`config.mk`:
```
export PLATFORM = sky130hd
export DESIGN_NAME = sc_backg_lane_scheduler
export DESIGN_NICKNAME = d
export VERILOG_FILES = /design/src/rtl/sc_backg_lane_scheduler.sv
export SDC_FILE = /design/constraint.sdc
export NUM_CORES = 1
export LEC_CHECK = 0
export ABC_AREA = 1
export CAP_MARGIN = 0
export CORE_UTILIZATION = 23
export CTS_BUF_LIST = sky130_fd_sc_hd__clkbuf_4 sky130_fd_sc_hd__clkbuf_8
export CTS_CLUSTER_DIAMETER = 100
export CTS_CLUSTER_SIZE = 30
export DETAILED_ROUTE_END_ITERATION = 10
export GPL_TIMING_DRIVEN = 0
export PLACE_DENSITY_LB_ADDON = 0.25
export REMOVE_ABC_BUFFERS = 1
export SETUP_SLACK_MARGIN = 0.1
export SLEW_MARGIN = 40
export SYNTH_ARGS = -nofsm -noshare
export SYNTH_HDL_FRONTEND = slang
export SYNTH_SLANG_ARGS = --single-unit
```
`constraint.sdc`:
```
create_clock -name SC_BACKGSCHED_CLOCK_50 -period 3.24 [get_ports SC_BACKGSCHED_CLOCK_50]
set_clock_uncertainty 0.05 [all_clocks]
set_input_delay 0.648 -clock SC_BACKGSCHED_CLOCK_50 [delete_from_list [all_inputs] [get_ports SC_BACKGSCHED_CLOCK_50]]
set_output_delay 0.648 -clock SC_BACKGSCHED_CLOCK_50 [all_outputs]
set_load 0.005 [all_outputs]
```
`src/rtl/sc_backg_lane_scheduler.sv`:
```
`default_nettype none
// ============================================================================
// Module   : sc_backg_lane_scheduler
// Brief    : Level-timed round-robin shift sequencer for the Frogger lane
//            register bank; tracks level, game-over and victory.
//            Optional macro SC_BACKGSCHED_PAUSE_EN adds a RUN-stall input.
// Revision : 1.0
// ============================================================================
module sc_backg_lane_scheduler #(
    parameter int                         LANES          = 4,
    parameter int                         PRESCALE_WIDTH = 24,
    parameter logic [PRESCALE_WIDTH-1:0]  BASE_PERIOD    = 24'd2500000,
    parameter logic [LANES-1:0]           LANE_MASK      = {LANES{1'b1}}
) (
    input  logic                   SC_BACKGSCHED_CLOCK_50,
    input  logic                   SC_BACKGSCHED_RESET_InLow,
    input  logic                   SC_BACKGSCHED_start_InLow,
    input  logic                   SC_BACKGSCHED_levelup_InLow,
    input  logic                   SC_BACKGSCHED_gameover_InLow,
`ifdef SC_BACKGSCHED_PAUSE_EN
    input  logic                   SC_BACKGSCHED_pause_InLow,
`endif
    output logic                   SC_BACKGSCHED_clear_OutLow,
    output logic [2*LANES-1:0]     SC_BACKGSCHED_shiftselection_OutBUS,
    output logic [2:0]             SC_BACKGSCHED_transitioncounter_OutBUS,
    output logic [1:0]             SC_BACKGSCHED_state_OutBUS,
    output logic                   SC_BACKGSCHED_victory_Out
);

    localparam int          c_PTR_W = (LANES > 1) ? $clog2(LANES) : 1;

    localparam logic [1:0]  c_IDLE = 2'b00;
    localparam logic [1:0]  c_LOAD = 2'b01;
    localparam logic [1:0]  c_RUN  = 2'b10;
    localparam logic [1:0]  c_OVER = 2'b11;

    logic [1:0]                r_state;
    logic [1:0]                r_level;
    logic                      r_clearN;
    logic                      r_victory;
    logic [2*LANES-1:0]        r_shiftSel;
    logic [PRESCALE_WIDTH-1:0] r_prescaler;
    logic [c_PTR_W-1:0]        r_pointer;

    logic [PRESCALE_WIDTH-1:0] w_period;
    logic                      w_tick;
    logic                      w_paused;
    logic [c_PTR_W-1:0]        w_pointerNext;
    logic [2*LANES-1:0]        w_pulse;

`ifdef SC_BACKGSCHED_PAUSE_EN
    assign w_paused = ~SC_BACKGSCHED_pause_InLow;
`else
    assign w_paused = 1'b0;
`endif

    // Level is updated on entry to LOAD, so the period here is never stale in RUN.
    assign w_period      = BASE_PERIOD >> r_level;
    assign w_tick        = (r_prescaler == (w_period - PRESCALE_WIDTH'(1)));
    assign w_pointerNext = (r_pointer == c_PTR_W'(LANES - 1)) ? '0 : r_pointer + 1'b1;

    always_comb begin
        w_pulse = '0;
        if (LANE_MASK[r_pointer]) begin
            w_pulse[2*r_pointer +: 2] = r_pointer[0] ? 2'b10 : 2'b01;
        end
    end

    always_ff @(posedge SC_BACKGSCHED_CLOCK_50 or negedge SC_BACKGSCHED_RESET_InLow) begin
        if (!SC_BACKGSCHED_RESET_InLow) begin
            r_state     <= c_IDLE;
            r_level     <= 2'd0;
            r_clearN    <= 1'b0;
            r_victory   <= 1'b0;
            r_shiftSel  <= '0;
            r_prescaler <= '0;
            r_pointer   <= '0;
        end else begin
            r_shiftSel <= '0;
            r_victory  <= 1'b0;
            case (r_state)
                c_IDLE: begin
                    r_clearN <= 1'b0;
                    if (!SC_BACKGSCHED_start_InLow) begin
                        r_state  <= c_LOAD;
                        r_level  <= 2'd0;
                        r_clearN <= 1'b1;
                    end
                end
                c_LOAD: begin
                    r_clearN    <= 1'b1;
                    r_prescaler <= '0;
                    r_pointer   <= '0;
                    r_state     <= c_RUN;
                end
                c_RUN: begin
                    if (!SC_BACKGSCHED_gameover_InLow) begin
                        r_state <= c_OVER;
                    end else if (!SC_BACKGSCHED_levelup_InLow) begin
                        if (r_level == 2'd3) begin
                            r_victory <= 1'b1;
                            r_level   <= 2'd0;
                            r_clearN  <= 1'b0;
                            r_state   <= c_IDLE;
                        end else begin
                            r_level <= r_level + 2'd1;
                            r_state <= c_LOAD;
                        end
                    end else if (!w_paused) begin
                        if (w_tick) begin
                            r_prescaler <= '0;
                            r_pointer   <= w_pointerNext;
                            r_shiftSel  <= w_pulse;
                        end else begin
                            r_prescaler <= r_prescaler + 1'b1;
                        end
                    end
                end
                c_OVER: begin
                    if (!SC_BACKGSCHED_start_InLow) begin
                        r_state <= c_LOAD;
                        r_level <= 2'd0;
                    end
                end
                default: r_state <= c_IDLE;
            endcase
        end
    end

    assign SC_BACKGSCHED_clear_OutLow             = r_clearN;
    assign SC_BACKGSCHED_shiftselection_OutBUS    = r_shiftSel;
    assign SC_BACKGSCHED_transitioncounter_OutBUS = {1'b0, r_level};
    assign SC_BACKGSCHED_state_OutBUS             = r_state;
    assign SC_BACKGSCHED_victory_Out              = r_victory;

endmodule
`default_nettype wire

```
# --- Word level (Yosys, flattened, before mapping) ---
# Index checks and enable logic that the tools add are counted.
# W data, S select, Z words.
classes:
  addsub: 5
  magnitude_cmp: 1
  eq_ne: 13
  n_shift: 3
  muxes: 36
  bitwise_logic: 1
  n_reduce_logical: 10
ops:
  columns: ["operator", "count"]
  rows:
  - ["$mux W24", 3]
  - ["$pmux W24 S2", 1]
  - ["$mux W8", 5]
  - ["$neg A3 Y34", 1]
  - ["$shift A2 B34 Y8 const A", 1]
  - ["$shiftx A2 B34 Y8", 1]
  - ["$add A24 B1 Y24 const B", 1]
  - ["$eq A24 B24 Y1", 1]
  - ["$mux W2", 12]
  - ["$shr A22 B2 Y24 const A", 1]
  - ["$sub A24 B1 Y24 const B", 1]
  - ["$ne A2 B2 Y1 const B", 6]
  - ["$reduce_and A4 Y1", 3]
  - ["$mux W1", 10]
  - ["$and A8 B8 Y8", 1]
  - ["$eq A2 B2 Y1 const B", 4]
  - ["$pmux W2 S2", 2]
  - ["$pmux W2 S3", 1]
  - ["$add A2 B1 Y2 const B", 2]
  - ["$reduce_bool A2 Y1", 2]
  - ["$lt A2 B3 Y1 const B", 1]
  - ["$ne A3 B3 Y1 const B", 1]
  - ["$pmux W1 S3", 1]
  - ["$reduce_and A3 Y1", 1]
  - ["other kinds (6)", 6]
word_totals:
  register_bits: 40
  inputBits: 5
  out_inout_bits: 15

# --- Logic depth before layout (Yosys ltp) ---
# Gate-level depths: netlist (run 1).
logic_depth:
  ltp_word: 8
  ltp_mapped: 16

# --- Worst setup path before layout (run 1) ---
# Ideal clock, no wire load.
synth_path:
  path_kind: "register -> register"
  startpoint: "reg r_level[0]"
  endpoint: "reg r_prescaler[12]"
  t_arrival_ns: 1.931
  required_time_ns: 3.065
  slack_ns: 1.135
  path_stages_with_launch: 14
  synth_period_minus_slack_ns: 2.105
  path_cell_list: "dfrtp_1 inv_2 ha_1 inv_1 ha_1 nand2_1 nand2_1 nor2_1 nand3_1 nor2_1 nand3_2 buf_2 o2111ai_1 nand2_1"
synth_between:
  elab_chain_len: 7
synth_rtl:
  columns: ["item", "line", "source"]
  rows:
  - ["start, declared", "38", "logic [1:0] r_level;"]
  - ["start signal, assigned", "106", "r_level <= r_level + 2'd1;"]
  - ["$shr A22 B2 Y24", "58", "assign w_period = BASE_PERIOD >> r_level;"]
  - ["$sub A24 B1 Y24", "59", "assign w_tick = (r_prescaler == (w_period - PRESCALE_WIDTH'(1)));"]
  - ["$eq A24 B24 Y1", "59", null]
  - ["$mux W24", "110", "if (w_tick) begin"]
  - ["$mux W24", "99", "end else if (!SC_BACKGSCHED_levelup_InLow) begin"]
  - ["$mux W24", "97", "if (!SC_BACKGSCHED_gameover_InLow) begin"]
  - ["$pmux W24 S2", "81", "case (r_state)"]
  - ["end signal, assigned", "115", "r_prescaler <= r_prescaler + 1'b1;"]
  - ["end, declared", "42", "logic [PRESCALE_WIDTH-1:0] r_prescaler;"]
# Every way passes these cells. The select of a mux whose other input is x is not followed.
# A chain may end at the register's enable or synchronous reset.

# --- Worst setup path after layout (run 1) ---
layout_path:
  startpoint: "reg r_level[1]"
  endpoint: "reg r_prescaler[12]"
# Same word-level chain as after synthesis.

==> results of run 1 <==
[layout make-up]
type / count / area, sq um
repair buffers: 21 / 220
fillers: 1348 / 8740
well taps: 168 / 210
clock inverters: 2 / 35.0
flip-flops and latches: 40 / 1000
clock buffers: 6 / 76.3
multi-input cells: 309 / 1650
inverters: 63 / 236
[registers in the layout (all words and copies together) (netlist names)]
| register | count |
|---|---|
| SC_BACKGSCHED_victory_Out | 1 |
| SC_BACKGSCHED_state_OutBUS | 2 |
| r_level | 2 |
| SC_BACKGSCHED_shiftselection_OutBUS | 8 |
| SC_BACKGSCHED_clear_OutLow | 1 |
| r_pointer | 2 |
| r_prescaler | 24 |
[through the flow]
step                area [sq um]  hold WS, ns  worst slack, ns  setup TNS, ns
floorplan                   2870        0.302            0.843              0
detailed placement          3310        0.394            0.328              0
global route                3420       0.0605            0.306              0
CTS                         3420       0.0670            0.309              0
finish                      3420       0.0752            0.518              0
global placement            3260        0.480           -0.497          -8.24
[power by group]
part	leakage (nW)	total, mW	switching, mW	internal (mW)
clock	0.0586	0.431	0.194	0.237
sequential	0.544	0.618	0.0657	0.552
combinational	0.960	0.882	0.579	0.302
[timing repair]
action / CTS / global route
gates resized for setup: 0 / 1
setup endpoints to repair: 0 / 5
endpoints found under the hold margin: 0 / 0
hold buffers: 0 / 0
[cells in the final DEF (no fill, tap or decap), types with 2 or more instances in the layout]
master,Yosys,routed
buf_6,0,2
inv_1,52,52
nand4_1,23,23
o21ai_0,15,15
conb_1,1,3
nand3_1,28,28
clkdlybuf4s50_1,0,17
dfrtp_1,40,40
nor3_1,12,12
inv_2,10,10
xnor2_1,2,2
nor2_2,4,4
nor3_4,2,2
nor2_1,33,33
clkbuf_8,0,5
xor2_1,4,4
nand3b_1,4,4
o21ai_1,27,27
nand2_1,115,114
ha_1,20,20
a21oi_1,7,7
[final timing paths]
| path | endpoint | from | depth (start not counted) | slack [ns] |
|---|---|---|---|---|
| worst min register to register | r_prescaler[1] | r_prescaler[1] | 2 | 0.50 |
| worst max register to register | r_prescaler[12] | r_level[1] | 9 | 0.52 |
| worst min-delay path | r_prescaler[23] | SC_BACKGSCHED_RESET_InLow | 1 | 0.08 |
| min in group SC_BACKGSCHED_CLOCK_50 | r_prescaler[1] | r_prescaler[1] | 2 | 0.50 |
| worst max-delay path | r_prescaler[12] | r_level[1] | 9 | 0.52 |
| max in group asynchronous | r_prescaler[1] | SC_BACKGSCHED_RESET_InLow | 2 | 2.68 |
[logic make-up (layout without fill, tap and decap cells)]
logic type / Yosys count / count (layout) / share of synthesized area (%)
other cells: 1 / 3 / 0.129
fa+ha+maj: 20 / 20 / 8.59
simple gates: 226 / 226 / 35.6
buf+inv: 73 / 92 / 9.79
flops: 40 / 40 / 34.3
compound gates: 54 / 54 / 9.70
xor+xnor: 6 / 6 / 1.80
[routing by layer]
| metal | routed length (um) | GRT usage (%) | vias up | share of wire (%) |
|---|---|---|---|---|
| met4 | 128 | 4.50 | 0 | 1.6 |
| met2 | 3740 | 21.8 | 45 | 47 |
| met1 | 3860 | 17.9 | 1339 | 48 |
| met3 | 294 | 2.06 | 13 | 3.7 |
| li1 | - | - | 1396 | - |
| met5 | 0 | 0 | - | 0 |
[worst max-delay path, delay by kind of cell, from the launching register on]
kind            cells  cell delay, ns
flops               1            0.54
simple gates        4            0.61
xor+xnor            1            0.37
fa+ha+maj           1            0.44
compound gates      1            0.22
buf+inv             2            0.36
==> results.py, run 1 <==
metrics = {
    "cells_and_area": {
        "finalNonFillerCells": 609,
        "drive_gt1_share_pct": 7.71,
        "nets": 465,
        "final_core_utilization_pct": 28.2,
        "antenna_cells": 0,
        "area_growth_pct": 17.5,
    },
    "sta": {
        "rsz0062_at_grt": "no",
        "period_minus_slack_ns": 2.72,
        "finalSetupViolations": 0,
        "timing.final.hold_violations": 0,
        "worst_pin_slew_ns": 0.564,
        "clock.fmax_ghz": 0.367,
        "final_max_slew_viol_count": 0,
        "min_period_over_period_pct": 84.0,
        "slew_headroom_pct": 62.3,
    },
    "routing": {
        "wl_per_cell_um": 13.2,
        "drtPass1Iterations": 5,
        "drc": 0,
        "vias_per_cell": 4.59,
        "ant_nets": 0,
        "drtIter0Drc": 125,
        "wirelength_mm": 8.02,
        "vias": 2793,
    },
    "critical_path": {
        "start_kind": "flop",
        "crit_chain": "inv_1 -> ha_1 -> inv_2 -> nand2_1 -> nor2_1 -> xor2_1 -> nand3_4 -> o2111ai_1 -> nand2_1",
        "critPathKind": "flop to flop",
        "arrival_ns": 2.85,
        "crit_fanout": 23,
        "cp_slowest_stage_delay_ns": 0.54,
        "worstPathRequired_ns": 3.37,
        "cp_slowest_cell": "dfrtp_1",
        "crit_path_frequent_cell": "nand2_1",
        "endpoint_kind": "flop",
    },
    "grt": {
        "grt_usage_pct": 13.3,
        "antenna_found_initial": 0,
        "overflow": 0,
        "grt_pass1_wl_mm": 13.7,
        "grt_pass1_vias": 2793,
        "grt_max_degree": 40,
    },
    "die": {
        "initial_utilization_pct": 24.0,
        "dieArea_sq_um": 13100,
        "rows": 40,
        "fp.dieW_um": 115,
        "pin_count": 20,
        "die_h_um": 115,
        "core_area_sq_um": 12200,
    },
    "logic_synthesis": {
        "yosys_most_used_dff": "dfrtp_1",
        "synthArstFlopShare_pct": 100,
        "synth_edf_count": 0,
        "yosysMostFrequentCell": "nand2_1",
        "ys_top_cells_by_count": "nand2_1 (115), inv_1 (52), dfrtp_1 (40)",
        "ys_ff_latch": 40,
        "synth-seq-area-share_pct": 34.3,
        "synth.largest_area_cell": "dfrtp_1",
        "synthDistinctLibCells": 31,
        "netlist_area_sq_um": 2910,
        "avgSynthCellArea_sq_um": 6.94,
        "synth.area.top_cells": "dfrtp_1 (34%), nand2_1 (15%), ha_1 (8.6%)",
        "netlist.area_leader.share_pct": 34.3,
        "ys_warn_count": 0,
        "synth_cells": 420,
    },
    "clocking": {
        "post_cts_buffers": 0,
        "path_clk_slew_ns": 0.09,
        "cts_tree": "yes",
        "cts_buffer_depth": 2,
        "cts_buffers": 5,
        "root_buffer": "clkbuf_8",
        "clkSinkCount": 40,
        "htree_levels": 2,
        "worst_skew_pair.late_latency_ns": 0.30,
    },
    "placed_design": {
        "place_congestion": 0.921,
        "dp_hpwl_mm": 6.01,
        "placed_cells": 601,
        "port_buffers": 18,
    },
    "power_and_ir_drop": {
        "p_leak_nw": 1.56,
        "powerDensity_nw_per_um2": 564,
        "ir_worst_vdd_mv": 0.169,
        "power.total_mw": 1.93,
    },
    "outcome": {
        "status": "completed",
    },
    "hold_path": {
        "hp-class": "primary input to async pin",
    },
    "job": {
        "drv_cap": 0,
    },
}
Power figures use the tool's default switching activity.
==> run 2: changes to the inputs <==
- clock period: 3.24 -> 2.7 ns (I/O delays scaled with it)
==> run 2 against run 1 <==
Net effect:
- clock power grew 20%
- core utilization grew 0.86 points
- via count grew 2.2%
- critical path depth grew 4
- total power grew 26%
- critical endpoint is now r_pointer[0]
- largest cell class unchanged
- highest routed layer unchanged
==> results.py, run 2 (synthesis results as in run 1) <==
metrics = {
    "outcome": {
        "status": "completed",
    },
    "routing": {
        "ant_nets": 0,
        "drc": 0,
        "vias": 2855,
        "vias_per_cell": 4.63,
        "wl_per_cell_um": 13.6,
        "wirelength_mm": 8.36,
        "drtIter0Drc": 123,
        "drtPass1Iterations": 4,
    },
    "clocking": {
        "htree_levels": 2,
        "cts_tree": "yes",
        "worst_skew_pair.late_latency_ns": 0.30,
        "clkSinkCount": 40,
        "cts_buffer_depth": 2,
        "root_buffer": "clkbuf_8",
        "cts_buffers": 5,
        "path_clk_slew_ns": 0.09,
    },
    "grt": {
        "grt_pass1_wl_mm": 13.9,
        "grt_max_degree": 40,
        "grt_usage_pct": 13.5,
        "overflow": 0,
        "antenna_found_initial": 0,
        "grt_pass1_vias": 2810,
    },
    "sta": {
        "final_max_slew_viol_count": 0,
        "finalSetupViolations": 0,
        "setup_slack_ns": 0.296,
        "period_minus_slack_ns": 2.40,
        "clock.fmax_ghz": 0.416,
        "min_period_over_period_pct": 89.0,
        "rsz0062_at_grt": "yes",
        "hold_ws_ns": 0.503,
        "timing.final.hold_violations": 0,
    },
    "critical_path": {
        "start_kind": "flop",
        "arrival_ns": 2.56,
        "critPathBufInv": 1,
        "crit_path_frequent_cell": "nand2_1",
        "endpoint_kind": "flop",
        "crit_family": "simple AND/OR/NAND/NOR gates",
        "cp_slowest_stage_delay_ns": 0.47,
        "worstPathRequired_ns": 2.85,
        "critPathKind": "flop to flop",
        "cp_slowest_cell": "dfrtp_2",
        "crit_fanout": 7,
        "crit_chain": "ha_1 -> inv_1 -> ha_1 -> nand2_1 -> nand2_1 -> nor2_1 -> nand3_1 -> nor2_4 -> nand4_1 -> nand2_1 -> nand2_1 -> nand2_1 -> nand2_1",
    },
    "placed_design": {
        "post-place-ws_ns": -0.212,
        "place_congestion": 0.921,
        "port_buffers": 18,
        "dp_hpwl_mm": 6.01,
    },
    "die": {
        "pin_count": 20,
        "fp.dieW_um": 115,
        "core_area_sq_um": 12200,
        "die_h_um": 115,
        "dieArea_sq_um": 13100,
        "rows": 40,
        "initial_utilization_pct": 24.0,
    },
    "job": {
        "drv_cap": 0,
    },
    "power_and_ir_drop": {
        "powerDensity_nw_per_um2": 687,
        "p_leak_nw": 1.58,
        "ir_worst_vdd_mv": 0.223,
    },
    "cells_and_area": {
        "area_growth_pct": 21.1,
        "largest_register_ffs": 24,
        "nFillCells": 1341,
        "final_common_cell": "nand2_1",
        "final_cell_mix": "nand2_1 (114), inv_1 (51), dfrtp_1 (38)",
        "top_register": "r_prescaler",
        "antenna_cells": 0,
        "nets": 472,
        "drive_gt1_share_pct": 10.7,
    },
    "hold_path": {
        "hp-class": "flop to flop",
    },
}
-- run 2: power breakdown --
group,switching [mW],total [mW],internal [mW]
registers,0.0748,0.740,0.665
clock network,0.235,0.519,0.285
logic,0.745,1.16,0.420
-- run 2: worst paths after layout --
path                                      startpoint         endpoint  slack, ns  depth (start not counted)
max                                       r_level[1]     r_pointer[0]       0.30                         13
min                                   r_prescaler[1]   r_prescaler[1]       0.50                          2
max reg2reg                               r_level[1]     r_pointer[0]       0.30                         13
min reg2reg                           r_prescaler[1]   r_prescaler[1]       0.50                          2
max in group asynchronous  SC_BACKGSCHED_RESET_InLow       r_level[1]       1.68                          3
min in group asynchronous  SC_BACKGSCHED_RESET_InLow  r_prescaler[23]       0.52                          2
-- run 2: tightest hold or removal path: stages, from the launching register on --
cell and delay [ns]:
dfrtp_1 0.40, nand2_1 0.07, nand2_1 0.06
-- run 2: through the flow --
stage / utilization (%) / TNS (ns) / cell area, sq um / cells / total power, mW
global route: 29.0 / 0 / 3530 / 616 / 2.63
finish: 29.0 / 0 / 3530 / 616 / 2.42
global placement: 26.8 / -25.53 / 3260 / 598 / 1.78
detailed placement: 27.2 / -3.65 / 3310 / 601 / 1.80
floorplan: - / 0 / 2870 / 412 / 1.45
CTS: 28.5 / 0 / 3470 / 611 / 2.37
-- run 2: cell type report --
| type | instances | area [sq um] | share of cell area, % |
|---|---|---|---|
| clock buffers | 6 | 76.3 | 2.16 |
| well taps | 168 | 210 | 5.96 |
| multi-input cells | 311 | 1710 | 48.3 |
| flip-flops and latches | 40 | 1000 | 28.4 |
| repair buffers | 26 | 260 | 7.37 |
| clock inverters | 2 | 35.0 | 0.993 |
| inverters | 63 | 239 | 6.77 |
-- run 2: timing repair --
| action | in CTS | in global routing |
|---|---|---|
| hold buffers | 1 | 0 |
| pin swaps | 1 | 4 |
| gates cloned | 1 | 1 |
| hold endpoints to repair | 1 | 0 |
| setup buffers | 0 | 4 |
| endpoints found under the setup margin | 23 | 27 |
| resized for setup | 7 | 7 |
-- run 2: routing by layer --
| metal | GRT usage, % | wire, um | vias up |
|---|---|---|---|
| met5 | 0 | 0 | - |
| met4 | 4.50 | 133 | 0 |
| met3 | 2.06 | 406 | 10 |
| met2 | 22.0 | 3870 | 68 |
| met1 | 18.4 | 3940 | 1359 |
| li1 | - | - | 1418 |
==> run 3: changes to the inputs <==
- SKIP_LAST_GASP: default -> 1
==> results of run 3 <==
Final layout, timing and power as in run 2 (identical DEF).
